`config.mk`:
```
export PLATFORM = sky130hd
export DESIGN_NAME = control_sequencer
export DESIGN_NICKNAME = d
export VERILOG_FILES = /design/src/rtl/control_defs_pkg.sv /design/src/rtl/reg_sel_decoder.sv /design/src/rtl/control_sequencer.sv
export SDC_FILE = /design/constraint.sdc
export NUM_CORES = 1
export LEC_CHECK = 0
export CAP_MARGIN = 20
export CORE_ASPECT_RATIO = 0.6
export CORE_MARGIN = 3
export CORE_UTILIZATION = 47
export CTS_CLUSTER_DIAMETER = 120
export DETAILED_ROUTE_END_ITERATION = 16
export GPL_TIMING_DRIVEN = 0
export MAX_ROUTING_LAYER = met4
export PLACE_DENSITY = 0.79
export SYNTH_ARGS = -nofsm -noshare
export SYNTH_HDL_FRONTEND = slang
export SYNTH_SLANG_ARGS = --single-unit
```
`constraint.sdc`:
```
create_clock -name clk -period 2 [get_ports clk]
set_input_delay 0.4 -clock clk [delete_from_list [all_inputs] [get_ports clk]]
set_output_delay 0.4 -clock clk [all_outputs]
set_load 0.05 [all_outputs]
```
`src/rtl/control_defs_pkg.sv`:
```
// Shared definitions for the control sequencer: widths, opcodes, FSM states
// and instruction field positions.
package control_defs;

  localparam int unsigned INSTR_W  = 16;
  localparam int unsigned ALU_OP_W = 3;

  localparam logic [3:0] OP_NOP  = 4'h0;
  localparam logic [3:0] OP_LDI  = 4'h1;
  localparam logic [3:0] OP_MOV  = 4'h2;
  localparam logic [3:0] OP_PCRD = 4'h3;
  localparam logic [3:0] OP_HALT = 4'h7;
  localparam logic       ALU_PREFIX = 1'b1;

  localparam int unsigned OPC_MSB = 15;
  localparam int unsigned OPC_LSB = 12;
  localparam int unsigned RD_MSB  = 11;
  localparam int unsigned RD_LSB  = 10;
  localparam int unsigned RS_MSB  = 9;
  localparam int unsigned RS_LSB  = 8;
  localparam int unsigned IMM_MSB = 7;
  localparam int unsigned IMM_LSB = 0;

  typedef enum logic [2:0] {
    S_IDLE = 3'd0,
    S_EX1  = 3'd1,
    S_EX2  = 3'd2,
    S_EX3  = 3'd3,
    S_EX4  = 3'd4,
    S_HALT = 3'd5
  } state_t;

endpackage

```
`src/rtl/reg_sel_decoder.sv`:
```
// 2-bit register index plus enable to one-hot select for r0-r3.
module reg_sel_decoder (
  input  logic [1:0] idx,
  input  logic       en,
  output logic [3:0] onehot_c
);

  always_comb begin
    onehot_c = 4'b0000;
    if (en) onehot_c[idx] = 1'b1;
  end

endmodule

```
`src/rtl/control_sequencer.sv`:
```
// Microcoded Moore sequencer driving datapath strobes; outputs are registered
// from the next state so they always reflect the current state and IR.
module control_sequencer
  import control_defs::*;
#(
  parameter int unsigned IW  = INSTR_W,
  parameter int unsigned OPW = ALU_OP_W
) (
  input  logic          clk,
  input  logic          rst,
  input  logic [IW-1:0] instr,
  input  logic          instr_valid,
  output logic          instr_ready,
  output logic [IW-1:0] imm_out,
  output logic          imm_en,
  output logic          ALUin0,
  output logic          ALUin1,
  output logic          ALUOutLatch,
  output logic          ALUOutEn,
  output logic [OPW-1:0] opControl,
  output logic          PCOutEn,
  output logic [3:0]    r_latch,
  output logic [3:0]    r_out,
  output logic          done,
  output logic          halted
);

  state_t        state_q, state_d;
  logic [IW-1:0] ir_q, ir_d;

  logic [3:0]    opc_d;
  logic [1:0]    rd_d, rs_d;
  logic [7:0]    imm8_d;
  logic          is_alu_d;

  logic          ready_d, imm_en_d, a0_d, a1_d, aol_d, aoe_d, pc_d, done_d, halted_d;
  logic [IW-1:0] imm_d;
  logic [OPW-1:0] op_d;
  logic          lat_en, out_en;
  logic [1:0]    lat_idx, out_idx;
  logic [3:0]    lat_d, out_d;

  // Next state and IR capture
  always_comb begin
    state_d = state_q;
    ir_d    = ir_q;
    case (state_q)
      S_IDLE: if (instr_valid) begin
        state_d = S_EX1;
        ir_d    = instr;
      end
      S_EX1: begin
        if (ir_q[OPC_MSB] == ALU_PREFIX)                 state_d = S_EX2;
        else if (ir_q[OPC_MSB:OPC_LSB] == OP_HALT)       state_d = S_HALT;
        else                                             state_d = S_IDLE;
      end
      S_EX2:   state_d = S_EX3;
      S_EX3:   state_d = S_EX4;
      S_EX4:   state_d = S_IDLE;
      S_HALT:  state_d = S_HALT;
      default: state_d = S_IDLE;
    endcase
  end

  assign opc_d    = ir_d[OPC_MSB:OPC_LSB];
  assign rd_d     = ir_d[RD_MSB:RD_LSB];
  assign rs_d     = ir_d[RS_MSB:RS_LSB];
  assign imm8_d   = ir_d[IMM_MSB:IMM_LSB];
  assign is_alu_d = (opc_d[3] == ALU_PREFIX);

  // Output decode for the state being entered
  always_comb begin
    ready_d  = 1'b0;
    imm_en_d = 1'b0;
    imm_d    = '0;
    a0_d     = 1'b0;
    a1_d     = 1'b0;
    aol_d    = 1'b0;
    aoe_d    = 1'b0;
    op_d     = '0;
    pc_d     = 1'b0;
    done_d   = 1'b0;
    halted_d = 1'b0;
    lat_en   = 1'b0;
    lat_idx  = rd_d;
    out_en   = 1'b0;
    out_idx  = rd_d;
    case (state_d)
      S_IDLE: ready_d = 1'b1;
      S_EX1: begin
        if (is_alu_d) begin
          out_en = 1'b1;
          a0_d   = 1'b1;
          op_d   = OPW'(opc_d[2:0]);
        end else begin
          done_d = 1'b1;
          case (opc_d)
            OP_LDI: begin
              imm_en_d = 1'b1;
              imm_d    = IW'(imm8_d);
              lat_en   = 1'b1;
            end
            OP_MOV: begin
              out_en  = 1'b1;
              out_idx = rs_d;
              lat_en  = 1'b1;
            end
            OP_PCRD: begin
              pc_d   = 1'b1;
              lat_en = 1'b1;
            end
            default: ;
          endcase
        end
      end
      S_EX2: begin
        out_en  = 1'b1;
        out_idx = rs_d;
        a1_d    = 1'b1;
        op_d    = OPW'(opc_d[2:0]);
      end
      S_EX3: begin
        aol_d = 1'b1;
        op_d  = OPW'(opc_d[2:0]);
      end
      S_EX4: begin
        aoe_d  = 1'b1;
        lat_en = 1'b1;
        done_d = 1'b1;
        op_d   = OPW'(opc_d[2:0]);
      end
      S_HALT:  halted_d = 1'b1;
      default: ;
    endcase
  end

  reg_sel_decoder u_lat_dec (.idx(lat_idx), .en(lat_en), .onehot_c(lat_d));
  reg_sel_decoder u_out_dec (.idx(out_idx), .en(out_en), .onehot_c(out_d));

  always_ff @(posedge clk or posedge rst) begin
    if (rst) begin
      state_q     <= S_IDLE;
      ir_q        <= '0;
      instr_ready <= 1'b1;
      imm_en      <= 1'b0;
      imm_out     <= '0;
      ALUin0      <= 1'b0;
      ALUin1      <= 1'b0;
      ALUOutLatch <= 1'b0;
      ALUOutEn    <= 1'b0;
      opControl   <= '0;
      PCOutEn     <= 1'b0;
      r_latch     <= 4'b0000;
      r_out       <= 4'b0000;
      done        <= 1'b0;
      halted      <= 1'b0;
    end else begin
      state_q     <= state_d;
      ir_q        <= ir_d;
      instr_ready <= ready_d;
      imm_en      <= imm_en_d;
      imm_out     <= imm_d;
      ALUin0      <= a0_d;
      ALUin1      <= a1_d;
      ALUOutLatch <= aol_d;
      ALUOutEn    <= aoe_d;
      opControl   <= op_d;
      PCOutEn     <= pc_d;
      r_latch     <= lat_d;
      r_out       <= out_d;
      done        <= done_d;
      halted      <= halted_d;
    end
  end

endmodule

```
==> results of run 1 <==
## placed cells by master, fill, tap and decap left out, types with 5 or more instances in the layout
cell type        Yosys  layout
inv_1                9       8
nor2b_1             11      11
clkbuf_8             0       5
nand2_1             11      11
nor3_1               5       5
buf_4                8      10
clkdlybuf4s50_1      0      44
conb_1               1       8
nor2_1               6       6
dfrtp_1             46      46
mux2_2              11      11
## power by group through the flow
stage	registers [µW]	logic [µW]	clock network, µW
after floorplan	1690	758	0
after global placement	1370	1440	0
after detailed placement	1380	1480	0
after CTS	1360	1490	570
after global routing	1400	1610	618
final	1360	1490	549
## cell type report
type / instances / area share
multi-input cells: 93 / 0.249
clock inverters: 2 / 0.00487
clock buffers: 6 / 0.0283
inverters: 10 / 0.0146
plain buffers: 14 / 0.0395
flip-flops and latches: 47 / 0.458
well taps: 47 / 0.0229
repair buffers: 47 / 0.183
## state kept, by name (all words and copies together) (netlist names)
name,flops
ir_q,16
imm_out,8
r_latch,4
r_out,4
opControl,3
state_q,3
ALUOutEn,1
ALUOutLatch,1
ALUin0,1
ALUin1,1
PCOutEn,1
done,1
halted,1
imm_en,1
instr_ready,1
## repair_timing
action | in CTS | in global routing
endpoints found under the setup margin | 7 | 10
hold buffers | 0 | 0
buffers inserted | 0 | 1
cloned | 0 | 0
gates resized for setup | 3 | 2
## kinds of logic (layout without fill, tap and decap cells)
logic type | after synthesis | count (layout)
flip-flops | 47 | 47
AND/OR/NAND/NOR | 51 | 51
multiplexers | 17 | 17
other | 1 | 8
AO/OA/AOI/OAI | 17 | 17
buffers and inverters | 25 | 79
## worst paths after layout
path | slack (ps) | endpoint | depth (start not counted)
max | 140 | imm_out[3] | 5
min | 480 | ir_q[6] | 1
max reg2reg | 140 | imm_out[3] | 5
min reg2reg | 480 | ir_q[6] | 1
max in group asynchronous | 780 | r_out[2] | 2
min in group asynchronous | 630 | ir_q[0] | 2
## through the flow
| step | hold slack, ps | area, µm² | power [µW] | worst slack [ps] |
|---|---|---|---|---|
| after floorplan | 447 | 1950 | 2450 | 231 |
| after global routing | 471 | 2570 | 3620 | 62.9 |
| final | 480 | 2570 | 3400 | 138 |
| after detailed placement | 467 | 2470 | 2870 | -450 |
| after CTS | 488 | 2550 | 3420 | 25.8 |
| after global placement | 463 | 2470 | 2810 | -420 |
## metal layers
metal / GRT usage / share of wire
met3: 0.0447 / 0.038
met2: 0.268 / 0.48
met5: - / 0
met4: 0.0453 / 0.0037
met1: 0.237 / 0.48
==> metrics.md, run 1 <==
| Metric | Value |
|---|---|
| Status | `complete, no violations` |
| Ports | `55` |
| Mean Syn Cell Area | `12.2 µm²` |
| CP Data Arrival Time | `2090 ps` |
| Vias per cell | `4.93` |
| Sw frac | `0.383` |
| CTS sink count | `47` |
| Area growth, synth to finish | `33.5%` |
| Die area | `4920 µm²` |
| Endpoints failing setup | `0` |
| RR Startpoint | `state_q[0]` |
| Slew margin rel. | `0.371` |
| Post-synthesis compound-gate area fraction | `0.0618` |
| Pwr Density | `1330 nW/µm²` |
| Register share of total power | `0.400` |
| Library cells used by synthesis | `37` |
| Achievable clock frequency | `537 MHz` |
| Antenna Diode Count | `0` |
| # rows | `17` |
| Initial Utilization | `0.505` |
| CP top delay family | `simple AND/OR/NAND/NOR gates` |
| Fin nets | `237` |
| Post-DP HPWL | `2800 µm` |
| Most common cell on crit path | `buf_6` |
| Placed cells | `258` |
| Hold path start | `ir_q[6]` |
| Simple-Gate Fraction of Synth Area | `0.155` |
| Area of the multi-input gates | `639 µm²` |
| CTS tree | `built` |
| Residual DRC | `0` |
| Leakage | `0.00119 µW` |
| Post-route insts no fill | `266` |
| Setup crit start kind | `register` |
| Final wirelength | `3800 µm` |
| Logic pwr share | `0.439` |
| Core Util, Final | `0.675` |
| Setup TNS | `0 ps` |
| Wire per inst | `14.3 µm` |
| Cell with the most instances after synthesis | `dfrtp_1` |
| 1st-pass router iterations | `4` |
| Final setup skew | `6.59 ps` |
| Seq/Total Area, Yosys | `0.612` |
| Element type at the critical path end | `register` |
| Pint | `2100 µW` |
| Largest net degree at the start of global routing | `48` |
| CP Buf/Inv Count | `2` |
| Clk slew on worst S/H paths | `90 ps` |
| Clock root cell | `clkbuf_8` |
| Die width | `88.6 µm` |
| Gpl congestion | `0.830` |
| Post-Synth Adder-Cell Area | `0` |
| Final Cycle Share | `0.931` |
| Die Height | `55.6 µm` |
| Vias in the first global route | `1408` |
| Share of post-route cells with drive strength above 1 | `0.174` |
| RSZ-0062 raised after global routing | `no` |
| Fraction of synthesized cell area in xor and xnor cells | `0` |
| Syn Inst Count | `158` |
| Min-Delay Path Class | `register to register` |
| Fin. Hold Viols | `0` |
| Drt initial violations | `75` |
| Slew Limit Fails | `0` |
| PortBufs | `46` |
| Worst EP required | `2230 ps` |
| Largest cells by area after synthesis | `dfrtp_1 60%, mux2_2 6.4%, nor2b_1 3.6%` |
| Max incr delay on CP | `520 ps` |
| Worst Setup SP | `state_q[0]` |
| Clock Path Buffers | `2` |
| Number of flops mapped to enable cells by yosys | `0` |
| Worst Tran Pin Value | `942 ps` |
| Clk network pwr share | `0.161` |
| Post-detailed-route count of antenna-violating nets | `0` |
| #FFs+latches synth | `47` |
| Initial antenna violation count | `0` |
| GRT Residual Overflow | `0` |
| H-Tree Depth | `2` |
| CTS Buf Count | `5` |
| Async SR Flop Fraction | `1.00` |
| Proportion of synthesized area in mux cells | `0.0962` |
| Cell taking the most area after synthesis | `dfrtp_1` |
| GRT Total Usage | `0.176` |
| Area share of the largest cell type after synthesis | `0.598` |
| Synth cell count leaders | `46 x dfrtp_1, 11 x mux2_2, 11 x nand2_1, 11 x nor2b_1, 9 x inv_1` |
| Sw Pwr | `1300 µW` |
| CP max stage cell | `or4b_4` |
| Most used DFF post-synth | `dfrtp_1` |
| YS warnings | `0` |
| First-pass GRT wire length | `6560 µm` |
| Total core area | `3810 µm²` |
| Synthesized cell area | `1920 µm²` |
| FF/Latch Area | `1180 µm²` |
| Fill cell count | `275` |
| Tmin final | `1860 ps` |
| Max_cap viols | `0` |
| Largest family of logic cells by synthesized area | `simple AND/OR/NAND/NOR gates` |
| Worst skew pair latency | `290 ps` |
| Maximum vdd drop | `0.627 mV` |
| Crit path cell chain | `buf_6, or4b_4, or4_4, buf_6, nor2b_1` |
| Critical path class | `register to register` |
| Max FO, Critical Path | `10` |
| Routed via count | `1311` |
(Power assumes the default switching activity.)
==> run 2, diff against run 1 <==
Settings changed: ABC_AREA set to 1.
==> run 2 against run 1 <==
Register-to-register slack better by 110 ps; utilization up 1.0 points; fmax is 1.2% higher; cell count up 11%; largest power group unchanged; clock skew shrank 3.8 ps; sequential share of layout area fell by 0.42 points; synthesized cell count rose by 18%; first-iteration DRC count down 32%; count of clock-buffer cells in the layout unchanged; worst hold slack lost 110 ps; design area increased by 0.93%; sequential power rose by 4%.
==> metrics.md, run 2 <==
| Metric | Value |
|---|---|
| Status | `complete, no violations` |
| Post-detailed-route count of antenna-violating nets | `0 (unchanged)` |
| Total core area | `3790 µm² (-0.56%)` |
| RR Startpoint | `state_q[1]` |
| Leakage | `0.00131 µW (+9.8%)` |
| Setup crit end | `opControl[2]` |
| Max reg flops | `16 (unchanged)` |
| RSZ-0062 raised after global routing | `no` |
| Most used DFF post-synth | `dfrtp_1` |
| GRT Total Usage | `0.168 (-0.00806)` |
| Largest family of logic cells by synthesized area | `simple AND/OR/NAND/NOR gates` |
| Post-DP HPWL | `2680 µm (-4.2%)` |
| YS warnings | `0 (unchanged)` |
| PortBufs | `46 (unchanged)` |
| Clock root cell | `clkbuf_8` |
| Pwr Density | `1580 nW/µm² (+20%)` |
| CP top delay family | `buffers and inverters` |
| Largest cells by area after synthesis | `dfrtp_1 60%, inv_1 4.9%, nand2_1 4.5%` |
| Vias in the first global route | `1287 (-8.6%)` |
| Gpl congestion | `0.832 (+0.20%)` |
| Seq/Total Area, Yosys | `0.616 (+0.00400)` |
| Final Cycle Share | `0.920 (-0.0113)` |
| Largest net degree at the start of global routing | `35 (-27%)` |
| Max FO, Critical Path | `1 (-9)` |
| Critical path class | `register to output pin` |
| Final Hold Slack | `372 ps (-108 ps)` |
| Slew Limit Fails | `0 (unchanged)` |
| Residual DRC | `0 (unchanged)` |
| GRT Residual Overflow | `0 (unchanged)` |
| PostCTS Resize Cnt | `1 (-2)` |
| Slew margin rel. | `0.648 (+0.277)` |
| Mean Syn Cell Area | `10.2 µm² (-16%)` |
| Proportion of synthesized area in mux cells | `0 (-0.0962)` |
| Element type at the critical path end | `output pin` |
| Cell with the most instances after synthesis | `dfrtp_1` |
| Final Instance Area | `2590 µm² (+0.93%)` |
| Crit path cell chain | `clkdlybuf4s50_1` |
| Drt initial violations | `51 (-32%)` |
| Synthesized cell area | `1910 µm² (-0.65%)` |
| Area after DPL | `2480 µm² (+0.30%)` |
| Highest-count cells in the layout ignoring fill and taps | `46 x dfrtp_1, 45 x clkdlybuf4s50_1, 24 x inv_1, 23 x nand2_1, 17 x nor2_1` |
| Fraction of synthesized cell area in xor and xnor cells | `0 (unchanged)` |
| # rows | `17 (unchanged)` |
| Worst path depth | `1 (-4)` |
| CP max stage cell | `clkdlybuf4s50_1` |
| Largest regs | `ir_q x16, imm_out x8` |
| Synth cell count leaders | `46 x dfrtp_1, 25 x inv_1, 23 x nand2_1` |
| #FFs+latches synth | `47 (unchanged)` |
| 1st-pass router iterations | `4 (unchanged)` |
| Die area | `4890 µm² (-0.59%)` |
| Reg2reg path depth | `8 (+3)` |
| Largest Register | `ir_q` |
| Max incr delay on CP | `810 ps (+290 ps)` |
| Maximum vdd drop | `1.07 mV (+70%)` |
| Setup TNS | `0 ps (unchanged)` |
| Area share of the largest cell type after synthesis | `0.602 (+0.00391)` |
| Clock Path Buffers | `2 (unchanged)` |
| Worst R2R End | `opControl[2]` |
| Die width | `88.3 µm (-0.30%)` |
| Total power | `4110 µW (+21%)` |
| Tmin final | `1840 ps (-22.6 ps)` |
| Initial antenna violation count | `0 (unchanged)` |
| Syn Inst Count | `187 (+18%)` |
| Wire per inst | `12.4 µm (-13%)` |
| Library cells used by synthesis | `29 (-22%)` |
| CTS tree | `built` |
| Worst Tran Pin Value | `526 ps (-416 ps)` |
| Hold_buf cts | `0 (unchanged)` |
| Setup crit start kind | `register` |
| Vias per cell | `4.69 (-4.8%)` |
| Max_cap viols | `0 (unchanged)` |
| Worst skew pair latency | `290 ps (about the same)` |
| R2R setup slack | `250 ps (+110 ps)` |
| Number of flops mapped to enable cells by yosys | `0 (unchanged)` |
| Fin nets | `267 (+13%)` |
| Antenna Diode Count | `0 (unchanged)` |
| First-pass GRT wire length | `6050 µm (-7.7%)` |
| Die Height | `55.4 µm (-0.29%)` |
| CTS sink count | `47 (unchanged)` |
| Area growth, synth to finish | `35.6%` |
| Fin. Hold Viols | `0 (unchanged)` |
| Min-Delay Path Class | `input pin to asynchronous set/reset pin` |
| Post-Synth Adder-Cell Area | `0 (unchanged)` |
| CP Data Arrival Time | `1440 ps (-650 ps)` |
| Worst EP required | `1600 ps (-630 ps)` |
| Share of post-route cells with drive strength above 1 | `0.177 (+0.00390)` |
| Final wirelength | `3670 µm (-3.4%)` |
| Worst Setup SP | `opControl[2]` |
| Async SR Flop Fraction | `1.00 (unchanged)` |
| Achievable clock frequency | `544 MHz (+1.2%)` |
| Initial Utilization | `0.505 (about the same)` |
| Routed via count | `1384 (+5.6%)` |
| Simple-Gate Fraction of Synth Area | `0.221 (+0.0658)` |
| Commonest non-fill, non-tap cell in the layout | `dfrtp_1` |
| Post-synthesis compound-gate area fraction | `0.0668 (+0.00499)` |
| CTS Buf Count | `5 (unchanged)` |
| Post-CTS setup buffers | `0 (unchanged)` |
| Cell taking the most area after synthesis | `dfrtp_1` |
| Clk slew on worst S/H paths | `80 ps (about the same)` |
| Final setup skew | `2.83 ps (-3.76 ps)` |
| CP Buf/Inv Count | `1 (-1)` |
| Endpoints failing setup | `0 (unchanged)` |
| H-Tree Depth | `2 (unchanged)` |
| Ports | `55 (unchanged)` |
## run 2: cell types whose count changed after synthesis, moves of 6 or more
cell	before	now
inv_1	9	25
mux2_2	11	0
nand2_1	11	23
nand2_2	0	6
nand3_1	1	11
nor2_1	6	17
nor2b_1	11	0
o21ai_0	1	9
or2_2	1	8
## run 2: routing by layer
layer / GRT usage / vias to the layer above / share of wire
met5: - / - / 0
met3: 0.0671 / 2 / 0.062
met1: 0.232 / 653 / 0.49
met2: 0.231 / 43 / 0.44
li1: - / 686 / -
met4: 0.0453 / 0 / 0.0035
## run 2: cell type report
class	count	area, µm²
timing repair buffer	47	479
buffer	11	80.1
tap	47	58.8
multi-input combinational	109	593
clock inverter	1	30.0
clock buffer	6	72.6
fill	298	1190
sequential	47	1180
inverter	27	101
## run 2: worst min-delay path by stage
| stage | depth (start not counted) | slack (ps) | to | startpoint |
|---|---|---|---|---|
| after floorplan | 2 | 450 | ir_q[8] | ir_q[8] |
| after global placement | 2 | 460 | ir_q[8] | ir_q[8] |
| after detailed placement | 2 | 470 | ir_q[9] | ir_q[9] |
| after CTS | 2 | 370 | imm_out[6] | rst |
| after global routing | 2 | 390 | imm_out[6] | rst |
| final | 2 | 370 | imm_out[6] | rst |
## run 2: metrics by stage
stage	util	cells	setup slack, ps
5_1_grt	0.685	295	25.9
3_5_place_dp	0.654	288	-245
3_3_place_gp	0.649	287	-356
2_1_floorplan	-	194	486
4_1_cts	0.681	295	46.6
6_report	0.685	295	161
## run 2: cells by family after synthesis
kind of cell / after synthesis
AND/OR/NAND/NOR: 79
flip-flops: 47
buffers and inverters: 38
AO/OA/AOI/OAI: 22
other: 1
## run 2: report_power, final
group	internal, µW	switching [µW]	total (µW)
combinational	649	1380	2030
sequential	1280	138	1420
clock	366	291	658
## run 2: worst reg2reg max path, stage by stage (launching register included)
cell,delay (ps)
dfrtp_1,440
inv_1,70
nand2_1,100
nor2_1,70
nand2_1,160
inv_1,80
nor2_1,210
nand3_2,270
a21boi_0,260
==> run 3, diff against run 2 <==
Settings changed: CORE_UTILIZATION 47 to 50, DONT_BUFFER_PORTS set to 1, PLACE_DENSITY 0.79 to unset.
Clock period 2 ns to 2.1 ns, I/O delays scaled along.
==> run 3 against run 2 <==
Setup slack improved by 170 ps; non-clock buffer count is 45 lower; first-iteration DRC count decreased by 47%; critical path depth grew 6; die area is 5.5% lower; count of clock-buffer cells in the layout is the same; global-route usage grew 1.3 points; routed wire length fell by 2.6%; sequential power rose by 30%; worst hold slack got worse by 100 ps; via count fell by 13%; flip-flop and latch count unchanged; critical path type is now register to register; critical endpoint is now imm_out[2]; highest routed layer unchanged.
==> metrics.md, run 3 (synthesized netlist as in run 2, its figures left out) <==
| Metric | Value |
|---|---|
| Die width | `85.8 µm (-2.8%)` |
| Die Height | `53.9 µm (-2.7%)` |
| Min-Delay Path Class | `input pin to register` |
| Maximum vdd drop | `0.947 mV (-11%)` |
| Worst EP required | `2320 ps (+720 ps)` |
| Max_cap viols | `0 (unchanged)` |
| CTS sink count | `47 (unchanged)` |
| CP Data Arrival Time | `1990 ps (+550 ps)` |
| Fill cell count | `302 (+1.3%)` |
| Final setup skew | `3.86 ps (+1.04 ps)` |
| Setup crit start kind | `register` |
| Share of post-route cells with drive strength above 1 | `0.217 (+0.0393)` |
| CTS Buf Count | `5 (unchanged)` |
| # rows | `16 (-1)` |
| Routed via count | `1201 (-13%)` |
| GRT Residual Overflow | `0 (unchanged)` |
| Largest net degree at the start of global routing | `30 (-14%)` |
| First-pass GRT wire length | `5930 µm (-2.0%)` |
| Slew Limit Fails | `0 (unchanged)` |
| Vias per cell | `4.84 (+3.2%)` |
| RSZ-0062 raised after global routing | `no` |
| Leakage | `0.00115 µW (-13%)` |
| Status | `complete, no violations` |
| PostCTS Resize Cnt | `0 (-1)` |
| Element type at the critical path end | `register` |
| CTS tree | `built` |
| Vias in the first global route | `1206 (-6.3%)` |
| Reg2reg path depth | `7 (-1)` |
| Critical path class | `register to register` |
| Clk slew on worst S/H paths | `80 ps (about the same)` |
| Max incr delay on CP | `420 ps (-390 ps)` |
| Residual DRC | `0 (unchanged)` |
| Commonest non-fill, non-tap cell in the layout | `dfrtp_1` |
| Core Util, Final | `0.614 (-0.0706)` |
| Post-detailed-route count of antenna-violating nets | `0 (unchanged)` |
| 1st-pass router iterations | `4 (unchanged)` |
| Crit path cell chain | `nor2_2, nand2_2, buf_6, inv_2, buf_2, nand4_2, nor2_1` |
| Largest regs | `ir_q x16, imm_out x8` |
| Pwr Density | `1710 nW/µm² (+7.6%)` |
| Endpoints failing setup | `0 (unchanged)` |
| Tmin final | `1770 ps` |
| Highest-count cells in the layout ignoring fill and taps | `46 x dfrtp_1, 24 x inv_1, 23 x nand2_1, 17 x nor2_1, 11 x nand3_1` |
| Wire per inst | `14.4 µm (+16%)` |
| Max reg flops | `16 (unchanged)` |
| Setup TNS | `0 ps (unchanged)` |
| Hold Crit Depth | `1` |
| Area growth, synth to finish | `11.3%` |
| Gpl congestion | `0.816 (-1.9%)` |
| Total core area | `3460 µm² (-8.5%)` |
| CP top delay family | `simple AND/OR/NAND/NOR gates` |
| Final wirelength | `3580 µm (-2.6%)` |
| Clock root cell | `clkbuf_8` |
| Clock Path Buffers | `2 (unchanged)` |
| Die area | `4630 µm² (-5.5%)` |
| Fin. Hold Viols | `0 (unchanged)` |
| CP max stage cell | `dfrtp_1` |
| Max FO, Critical Path | `10 (+9)` |
| GRT Total Usage | `0.181 (+0.0127)` |
| Achievable clock frequency | `564 MHz` |
| CP Buf/Inv Count | `3 (+2)` |
| Initial antenna violation count | `0 (unchanged)` |
| Post-DP HPWL | `2660 µm (-0.83%)` |
| H-Tree Depth | `2 (unchanged)` |
| Initial Utilization | `0.552 (+0.0471)` |
| Antenna Diode Count | `0 (unchanged)` |
| Drt initial violations | `27 (-47%)` |
| Largest Register | `ir_q` |
| Worst path depth | `7 (+6)` |
| Fin nets | `222 (-17%)` |
| PortBufs | `0 (-100%)` |
| Ports | `55 (unchanged)` |
| Final Cycle Share | `0.844` |
| Worst skew pair latency | `290 ps (about the same)` |
-- run 3: changes by cell type in the layout (fill, tap and decap cells not counted) --
| cell | before | now |
|---|---|---|
| nand4_4 | 1 | 0 |
| clkdlybuf4s50_1 | 45 | 0 |
| nor2_2 | 1 | 2 |
| dlygate4sd3_1 | 0 | 1 |
| nor2_4 | 2 | 1 |
| nand4_2 | 0 | 1 |
| dlygate4sd2_1 | 1 | 0 |
-- run 3: worst paths after layout --
path                       slack [ps]    endpoint       start
max                               330  imm_out[2]  state_q[1]
min                               270        done   instr[15]
max reg2reg                       330  imm_out[2]  state_q[1]
min reg2reg                       500     ir_q[9]     ir_q[9]
max in group asynchronous        1050    ir_q[12]         rst
min in group asynchronous         570  state_q[1]         rst
-- run 3: per-stage QoR --
stage | worst slack, ps | area, µm² | power [µW] | hold slack, ps | std cells
2_1_floorplan | 566 | 1940 | 2750 | 445 | 194
3_3_place_gp | 176 | 1990 | 2970 | 463 | 239
3_5_place_dp | 337 | 2010 | 3010 | 316 | 240
4_1_cts | 327 | 2130 | 3650 | 260 | 248
5_1_grt | 97.8 | 2130 | 3880 | 260 | 248
6_report | 327 | 2130 | 3630 | 272 | 248
-- run 3: what timing repair did --
item / 4_1_cts / 5_1_grt
endpoints found under the hold margin: 9 / 0
hold buffers: 1 / 0
setup endpoints to repair: 0 / 0
buffers inserted: 0 / 0
-- run 3: area by class of cell --
type,instances,area [µm²],share of cell area
flip-flops and latches,47,1180,0.554
multi-input cells,109,579,0.272
inverters,27,101,0.0476
plain buffers,11,80.1,0.0376
clock buffers,6,72.6,0.0341
well taps,45,56.3,0.0265
clock inverters,1,30.0,0.0141
repair buffers,2,30.0,0.0141
-- run 3: report_power, final --
part	switching [µW]	internal, µW
sequential	624	1220
combinational	782	376
clock	279	349
-- run 3: metal layers --
layer,vias to the layer above,wire length [µm],GRT usage
li1,593,-,-
met4,0,31,0.0632
met2,44,1440,0.245
met3,4,267,0.0612
met1,560,1840,0.252
met5,-,0,-
